===== config.mk =====
export PLATFORM = sky130hd
export DESIGN_NAME = uart_rx_os
export DESIGN_NICKNAME = d
export VERILOG_FILES = /design/src/rtl/uart_rx_os.sv
export SDC_FILE = /design/constraint.sdc
export NUM_CORES = 1
export LEC_CHECK = 0
export ABC_CLOCK_PERIOD_IN_PS = 5750
export BUFFER_PORTS_ARGS = -buffer_cell sky130_fd_sc_hd__buf_4
export CORE_MARGIN = 2
export CORE_UTILIZATION = 45
export DETAILED_ROUTE_END_ITERATION = 12
export PLACE_DENSITY = 0.62
export SYNTH_ARGS = -nofsm -noshare
export SYNTH_HDL_FRONTEND = slang
export SYNTH_SLANG_ARGS = --single-unit

===== constraint.sdc =====
create_clock -name clk -period 5.75 [get_ports clk]
set_clock_uncertainty 0.1 [all_clocks]
set_input_delay 0.8625 -clock clk [delete_from_list [all_inputs] [get_ports clk]]
set_output_delay 0.8625 -clock clk [all_outputs]
set_load 0.01 [all_outputs]

===== src/rtl/uart_rx_os.sv =====
// -----------------------------------------------------------------------------
// uart_rx_os
//
// Oversampling UART receiver. Recovers bytes framed as: start bit (0), eight
// data bits MSB first, an optional even-parity bit, and a stop bit (1). The
// asynchronous serial line is passed through a two-flop synchroniser. The
// receiver validates the start bit at half-bit and samples every following
// bit at mid-period. Each received byte is handed to the consumer over a
// valid/ready handshake, together with its error flags.
//
// Optional feature macro: UART_RX_PARITY_EN
//   defined   : the frame carries an even-parity bit after the data bits, and
//               parity_error reports a mismatch.
//   undefined : there is no parity bit. DATA goes straight to STOP, and
//               parity_error is tied to 0.
//
// Parameters:
//   CLKS_PER_BIT  clk cycles per serial bit (integer >= 4)
//
// Ports:
//   clk           in   system clock, rising edge
//   reset_n       in   asynchronous active-low reset
//   rx_in         in   serial line, idle high, asynchronous to clk
//   rx_data       out  received byte, stable while rx_valid=1
//   rx_valid      out  byte available, held until accepted
//   rx_ready      in   consumer accepts the byte when rx_valid & rx_ready
//   parity_error  out  parity mismatch for the byte in rx_data
//   frame_error   out  stop bit sampled 0 for the byte in rx_data
//   overrun       out  sticky: a completed frame was dropped because rx_data
//                      was still held
//   busy          out  high from start-edge detection until return to IDLE
//
// Handshake: a byte transfers in every cycle where rx_valid & rx_ready are
// both high. Once rx_valid is raised, it stays high, and rx_data and the error
// flags stay stable, until that transfer happens. A frame that completes in
// the same cycle as a transfer replaces the outgoing byte, so rx_valid stays
// high without a gap.
//
// The FSM state is held in state_q, and the baud and bit counters are held in
// baud_q and bit_q.
// -----------------------------------------------------------------------------
module uart_rx_os #(
    parameter int CLKS_PER_BIT = 16
) (
    input  logic       clk,
    input  logic       reset_n,
    input  logic       rx_in,
    output logic [7:0] rx_data,
    output logic       rx_valid,
    input  logic       rx_ready,
    output logic       parity_error,
    output logic       frame_error,
    output logic       overrun,
    output logic       busy
);

    localparam int HALF   = CLKS_PER_BIT / 2;
    localparam int BAUD_W = $clog2(CLKS_PER_BIT);

    localparam logic [BAUD_W-1:0] BAUD_LAST = BAUD_W'(CLKS_PER_BIT - 1);
    localparam logic [BAUD_W-1:0] HALF_LAST = BAUD_W'(HALF - 1);
    localparam logic [BAUD_W-1:0] BAUD_ONE  = BAUD_W'(1);

    localparam logic [2:0] ST_IDLE   = 3'd0;
    localparam logic [2:0] ST_START  = 3'd1;
    localparam logic [2:0] ST_DATA   = 3'd2;
`ifdef UART_RX_PARITY_EN
    localparam logic [2:0] ST_PARITY = 3'd3;
`endif
    localparam logic [2:0] ST_STOP   = 3'd4;

    // -------------------------------------------------------------------------
    // Synchroniser and edge-detect history
    // -------------------------------------------------------------------------
    logic sync1_q, sync1_d;
    logic sync2_q, sync2_d;
    logic s_prev_q, s_prev_d;
    logic s;

    assign sync1_d  = rx_in;
    assign sync2_d  = sync1_q;
    assign s        = sync2_q;
    assign s_prev_d = s;

    // -------------------------------------------------------------------------
    // Receive FSM state
    // -------------------------------------------------------------------------
    logic [2:0]        state_q, state_d;
    logic [BAUD_W-1:0] baud_q, baud_d;
    logic [2:0]        bit_q, bit_d;
    logic [7:0]        shift_q, shift_d;
`ifdef UART_RX_PARITY_EN
    logic              par_err_q, par_err_d;
`endif

    // -------------------------------------------------------------------------
    // Output holding registers
    // -------------------------------------------------------------------------
    logic [7:0] rx_data_q, rx_data_d;
    logic       rx_valid_q, rx_valid_d;
    logic       frame_error_q, frame_error_d;
    logic       overrun_q, overrun_d;
`ifdef UART_RX_PARITY_EN
    logic       parity_error_q, parity_error_d;
`endif

    logic baud_tick;
    logic half_tick;
    logic frame_done;
    logic accept;
    logic load;

    assign baud_tick = (baud_q == BAUD_LAST);
    assign half_tick = (baud_q == HALF_LAST);
    assign accept    = rx_valid_q & rx_ready;

    // -------------------------------------------------------------------------
    // FSM next state
    // -------------------------------------------------------------------------
    always_comb begin
        state_d    = state_q;
        baud_d     = baud_q;
        bit_d      = bit_q;
        shift_d    = shift_q;
`ifdef UART_RX_PARITY_EN
        par_err_d  = par_err_q;
`endif
        frame_done = 1'b0;

        case (state_q)
            ST_IDLE: begin
                // A falling edge needs s_prev_q = 1. After a stop bit
                // sampled low, the line must first be seen high, so a
                // held break cannot retrigger reception.
                if (s_prev_q && !s) begin
                    state_d = ST_START;
                    baud_d  = '0;
                end
            end

            ST_START: begin
                baud_d = baud_q + BAUD_ONE;
                if (half_tick) begin
                    baud_d = '0;
                    bit_d  = '0;
                    // If the line is already high again, the edge was a
                    // glitch, so drop back to IDLE.
                    state_d = s ? ST_IDLE : ST_DATA;
                end
            end

            ST_DATA: begin
                baud_d = baud_q + BAUD_ONE;
                if (baud_tick) begin
                    baud_d  = '0;
                    shift_d = {shift_q[6:0], s};
                    bit_d   = bit_q + 3'd1;
                    if (bit_q == 3'd7) begin
`ifdef UART_RX_PARITY_EN
                        state_d = ST_PARITY;
`else
                        state_d = ST_STOP;
`endif
                    end
                end
            end

`ifdef UART_RX_PARITY_EN
            ST_PARITY: begin
                baud_d = baud_q + BAUD_ONE;
                if (baud_tick) begin
                    baud_d    = '0;
                    // With even parity, the XOR over the data bits and the
                    // parity bit together is 0.
                    par_err_d = s ^ (^shift_q);
                    state_d   = ST_STOP;
                end
            end
`endif

            ST_STOP: begin
                baud_d = baud_q + BAUD_ONE;
                if (baud_tick) begin
                    baud_d     = '0;
                    frame_done = 1'b1;
                    state_d    = ST_IDLE;
                end
            end

            default: begin
                state_d = ST_IDLE;
                baud_d  = '0;
            end
        endcase
    end

    // -------------------------------------------------------------------------
    // Delivery and handshake
    //
    // A completed frame is loaded when the holding register is empty, or is
    // being emptied in this same cycle. Otherwise the frame is dropped, the
    // held byte and its flags are kept, and overrun is set.
    // -------------------------------------------------------------------------
    assign load = frame_done & (~rx_valid_q | rx_ready);

    always_comb begin
        rx_data_d      = rx_data_q;
        rx_valid_d     = rx_valid_q;
        frame_error_d  = frame_error_q;
        overrun_d      = overrun_q;
`ifdef UART_RX_PARITY_EN
        parity_error_d = parity_error_q;
`endif

        if (load) begin
            rx_valid_d     = 1'b1;
            rx_data_d      = shift_q;
            // The stop bit is sampled in the same cycle as frame_done.
            frame_error_d  = ~s;
`ifdef UART_RX_PARITY_EN
            parity_error_d = par_err_q;
`endif
        end else if (accept) begin
            rx_valid_d = 1'b0;
        end

        if (accept) begin
            overrun_d = 1'b0;
        end else if (frame_done && !load) begin
            overrun_d = 1'b1;
        end
    end

    // -------------------------------------------------------------------------
    // Registers
    // -------------------------------------------------------------------------
    always_ff @(posedge clk or negedge reset_n) begin
        if (!reset_n) begin
            sync1_q        <= 1'b1;
            sync2_q        <= 1'b1;
            s_prev_q       <= 1'b1;
            state_q        <= ST_IDLE;
            baud_q         <= '0;
            bit_q          <= '0;
            shift_q        <= '0;
`ifdef UART_RX_PARITY_EN
            par_err_q      <= 1'b0;
            parity_error_q <= 1'b0;
`endif
            rx_data_q      <= '0;
            rx_valid_q     <= 1'b0;
            frame_error_q  <= 1'b0;
            overrun_q      <= 1'b0;
        end else begin
            sync1_q        <= sync1_d;
            sync2_q        <= sync2_d;
            s_prev_q       <= s_prev_d;
            state_q        <= state_d;
            baud_q         <= baud_d;
            bit_q          <= bit_d;
            shift_q        <= shift_d;
`ifdef UART_RX_PARITY_EN
            par_err_q      <= par_err_d;
            parity_error_q <= parity_error_d;
`endif
            rx_data_q      <= rx_data_d;
            rx_valid_q     <= rx_valid_d;
            frame_error_q  <= frame_error_d;
            overrun_q      <= overrun_d;
        end
    end

    // -------------------------------------------------------------------------
    // Outputs
    // -------------------------------------------------------------------------
    assign rx_data     = rx_data_q;
    assign rx_valid    = rx_valid_q;
    assign frame_error = frame_error_q;
    assign overrun     = overrun_q;
    assign busy        = (state_q != ST_IDLE);
`ifdef UART_RX_PARITY_EN
    assign parity_error = parity_error_q;
`else
    assign parity_error = 1'b0;
`endif

endmodule


Word level (Yosys, flattened, before mapping)
Index checks and enable logic that the tools add are counted.
{"block": "totals", "reg_bits": 32, "latchBits": 0, "ram_bits": 0, "mem_bits_ro": 0, "in_bits": 4, "wordCells": 62, "n_memories": 0}
{"block": "classes", "n_addsub": 2, "mul": 0, "n_div": 0, "order_cmp": 0, "eq_ne": 11, "shifts": 0, "muxes": 20, "bitwise": 5, "reduce_logical": 13}
{"cell": "two-way mux 3 bit", "n": 7}
{"cell": "two-way mux 4 bit", "n": 3}
{"cell": "case mux 3 bit (4 select lines)", "n": 1}
{"cell": "case mux 4 bit (3 select lines)", "n": 1}
{"cell": "inequality test 2 bit (second input constant)", "n": 5}
{"cell": "== test 3 bit (second input constant)", "n": 2}
{"cell": "two-way mux 1 bit", "n": 6}
{"cell": "case mux 3 bit (2 select lines)", "n": 1}
{"cell": "nonzero test 2 bit", "n": 3}
{"cell": "AND reduction 5 bit", "n": 1}
{"cell": "adder 4 x 1 -> 4 bit (second input constant)", "n": 1}
{"cell": "== test 4 x 3 -> 1 bit (second input constant)", "n": 1}
{"cell": "== test 4 bit (second input constant)", "n": 1}
{"cell": "adder 3 x 1 -> 3 bit (second input constant)", "n": 1}
{"cell": "== test 3 x 1 -> 1 bit (second input constant)", "n": 1}
{"cell": "== test 3 x 2 -> 1 bit (second input constant)", "n": 1}
{"cell": "logical NOT 3 bit", "n": 1}
{"cell": "AND reduction 3 bit", "n": 1}
{"cell": "nonzero test 3 bit", "n": 1}
{"cell": "bitwise AND 1 bit", "n": 2}
{"cell": "logical AND 1 bit", "n": 2}
{"cell": "logical NOT 1 bit", "n": 2}
{"cell": "two-way mux 2 bit", "n": 1}
{"cell": "inverter 1 bit", "n": 2}
{"cell": "other kinds (3)", "n": 3}

Logic depth before layout (Yosys ltp)
{"block": "logic_depth", "word_depth": 8, "depth_mapped": 6}

Worst setup path before layout
No wires, ideal clock.
{"block": "synth_path", "kind": "input to register", "startpoint": "input rx_ready", "endpoint": "register rx_data_q[0] (netlist: rx_data[0])", "t_arrival_ns": 1.743, "required_ns": 5.525, "slack_ns": 3.782, "path_stages": 4, "cell_sequence": "nor2b_1 -> or4_4 -> buf_6 -> mux2_4"}
{"block": "synth_via", "elab_chain_len": 2}
{"element": "start: declaration", "line_no": "50", "text": "input logic rx_ready,"}
{"element": "bitwise OR 1 bit", "line_no": "204", "text": "assign load = frame_done & (~rx_valid_q | rx_ready);"}
{"element": "bitwise AND 1 bit", "line_no": "204"}
{"element": "end signal: assignment", "line_no": "266", "text": "rx_data_q <= rx_data_d;"}
{"element": "end: declaration", "line_no": "99", "text": "logic [7:0] rx_data_q, rx_data_d;"}
No other way between the ends.
A chain may end at the register's enable or synchronous reset.

Final worst setup path
{"block": "layout_path", "startpoint": "register state_q[1]", "endpoint": "output busy"}
{"block": "layout_via", "elab_chain_len": 1}
{"element": "start: declaration", "line_no": "88", "text": "logic [2:0] state_q, state_d;"}
{"element": "start signal: assignment", "line_no": "258", "text": "state_q <= state_d;"}
{"element": "nonzero test 3 bit", "line_no": "280", "text": "assign busy = (state_q != ST_IDLE);"}
{"element": "end: declaration", "line_no": "54", "text": "output logic busy"}
No other way between the ends.

==> run_results.csv <==
group,metric,value,unit
run_status,status,"complete, no violations",
worst_hold_path,holdPathStages,0,
layout,layout_commonest_cell,"dfrtp_1",
cts,htree_levels,2,
worst_hold_path,min_from,"sync1_q",
sta,finalHoldViolCount,0,
grt,grt_antenna_before_repair,0,
power,switchingPower,0.0001631,W
cts,post_cts_hold_buffer_count,0,
yosys,synth.top_cells.by_area,"dfrtp_1 50%, mux2_4 8.3%, mux2_2 7.0%",
setup_path,required,4.79,ns
worst_hold_path,min_to,"s",
sta,finalSetupTns,0,ns
route,wl_per_cell,12.77,µm
route,wl,2234,µm
sta,post-route-period-util,0.4208,
yosys,avgSynthCellArea,12.52,µm²
route,viasPerCell,5.086,
grt,grt_max_degree,33,
sta,worst_pin_slew,1.065,ns
yosys,synthCells,116,
cts,cts_tree,"yes",
sta,relSlewSlack,0.2882,
place,place_ws,3.402,ns
setup_path,slowest_delay,0.54,ns
layout,final_cell_mix,"29 x dfrtp_1, 15 x buf_4, 9 x mux2_2",
setup_path,r2r_end,"shift_q[6]",
cts,clock-sinks,32,
worst_hold_path,hold_path.class,"reg -> reg",
floorplan,core,0.003053,mm²
floorplan,die_y,60.82,µm
sta,fmax,0.4133,GHz
route,drt_iter0_drc,26,
yosys,ys_seq_area_frac,0.5538,
setup_path,rr_worst_depth,4,
power,swShare,0.2961,
cts,cts_root_buf,"clkbuf_4",
yosys,yosysTopAreaCell,"dfrtp_1",
yosys,synth_cell_types,36,
grt,grt_pass1_wl,3850,µm
grt,grt_usage,0.1453,
run,cap_violations,0,
cts,clkTransAtPathRegs,0.09,ns
cts,post_cts_buffers,0,
layout,diodes,0,
sta,drv_slew,0,
yosys,ys.flop_type,"dfrtp_1",
power,ir_worst_vdd,194.3,µV
power,p_int,0.0003876,W
cts,clk_path_buf_depth,2,
floorplan,rows,20,
yosys,synth.net_count,123,
yosys,synth-async-reset-ratio,1.000,
floorplan,ioPinCount,17,
place,portBuffers,15,
yosys,synth-edff-count,0,
setup_path,timing.rr.start,"baud_q[0]",
layout,drive_gt1_frac,0.3588,
route,drc_errors,0,
yosys,synth.cell_area,0.001453,mm²
yosys,yosysWarnings,0,
yosys,synthDominantCellAreaShare,0.4996,
setup_path,path_class,"reg -> out",
route,vias,890,
yosys,synth_seq_cells,32,
power,p_leak,0.8242,nW
grt,grt_overflow,0,
power,comb_power_share,0.184,
setup_path,path_cells,"or3_1 > buf_4",
route,dr.pass1.iters,4,
sta,worst_slack,3.331,ns
route,antenna_left,0,
setup_path,r2r_slack,3.43,ns
sta,fin_crit,2.419,ns
floorplan,die_w,60.82,µm
place,place.gp.congestion,0.7055,
power,p_seq_frac,0.521,
cts,cts_buffers,5,
setup_path,end_kind,"output port",
layout,area_growth,13.69,%
cts,clk_latency,0.32,ns
layout,nets,137,
sta,setup_violations,0,
sta,rsz0062_at_grt,"no",
setup_path,critical-path-slowest-cell,"dfrtp_1",
place,place_hpwl,1558,µm
setup_path,cp.arrival,1.46,ns
setup_path,crit_path_max_fanout,14,
power,p_per_area,333.4,mW/mm²
floorplan,dieArea,0.003698,mm²
grt,grt_pass1_vias,830,
cts,post_cts_resized,0,
power,clockPowerShare,0.295,
floorplan,start_util,0.4758,
setup_path,worstSetupStartpointType,"register",
==> cells by family after synthesis <==
| group | synth area share |
|---|---|
| flops | 0.5538 |
| buf+inv | 0.04565 |
| fa+ha+maj | 0.02584 |
| mux | 0.1594 |
| xor+xnor | 0.01809 |
| simple gates | 0.1163 |
| other cells | 0.002582 |
| compound gates | 0.07839 |
==> power groups by stage <==
stage          Sequential, W  Combinational, W  Clock (W)
5_1_grt             0.000293          0.000120   0.000181
2_1_floorplan       0.000262          0.000107          0
6_report            0.000287          0.000101   0.000162
4_1_cts             0.000287          0.000104   0.000167
3_5_place_dp        0.000291          0.000103          0
3_3_place_gp        0.000290          0.000100          0
==> sequential cells by signal, indices dropped and copies added (netlist names) <==
name and count:
baud_q 4, shift_q 8, sync1_q 1, bit_q 3, frame_error 1, rx_valid 1
s 1, s_prev_q 1, state_q 3, overrun 1, rx_data 8
==> worst max-delay path, delay by kind of cell, from the launching register on <==
family | cells | cell delay [ns]
AND/OR/NAND/NOR | 1 | 0.45
flip-flops | 1 | 0.54
buffers and inverters | 1 | 0.16
==> layer usage <==
| metal | routed length (µm) | GRT usage |
|---|---|---|
| met1 | 1124 | 0.1981 |
| met2 | 994 | 0.1997 |
| met3 | 75 | 0.05117 |
| met4 | 40 | 0.08385 |
| met5 | 0 | 0 |
==> worst max path at each step <==
stage	startpoint	end	slack [ns]	cells after the start
3_5_place_dp	baud_q[0]	shift_q[6]	3.40	4
2_1_floorplan	rx_ready	rx_data[0]	3.78	4
5_1_grt	baud_q[0]	shift_q[0]	3.20	4
3_3_place_gp	baud_q[0]	shift_q[0]	3.47	4
4_1_cts	state_q[1]	busy	3.32	2
6_report	state_q[1]	busy	3.33	2
==> final cells by class <==
cell class / instances / area, µm²
fillers: 276 / 1401
flip-flops and latches: 32 / 804.5
multi-input cells: 72 / 588.1
repair buffers: 15 / 112.6
well taps: 44 / 55.05
clock buffers: 6 / 41.29
clock inverters: 2 / 35.03
inverters: 4 / 15.01
==> stage by stage <==
step,instance area [µm²],total power [W],cells,hold slack (ns),utilization
floorplan,1453,0.0003691,116,0.2452,-
detailed placement,1575,0.0003940,167,0.2520,0.5160
CTS,1652,0.0005575,175,0.2624,0.5410
global placement,1575,0.0003903,167,0.2504,0.5160
finish,1652,0.0005507,175,0.2603,0.5410
global route,1652,0.0005942,175,0.2642,0.5410
==> cells in the mapped netlist (2+ instances only) <==
| library cell | number |
|---|---|
| a22o_1 | 2 |
| nor2b_1 | 2 |
| xor2_1 | 2 |
| nor2_1 | 6 |
| clkbuf_1 | 2 |
| nand3_1 | 2 |
| inv_1 | 4 |
| nand2_1 | 5 |
| or3_1 | 2 |
| nor3_1 | 2 |
| buf_4 | 3 |
| dfstp_2 | 3 |
| ha_1 | 3 |
| o21ai_0 | 5 |
| dfrtp_1 | 29 |
| nand2b_1 | 2 |
| mux2_4 | 8 |
| a2111oi_0 | 2 |
| buf_2 | 2 |
| mux2_2 | 9 |
| a21oi_1 | 6 |
Note: power is estimated with default switching activity, not from simulation.
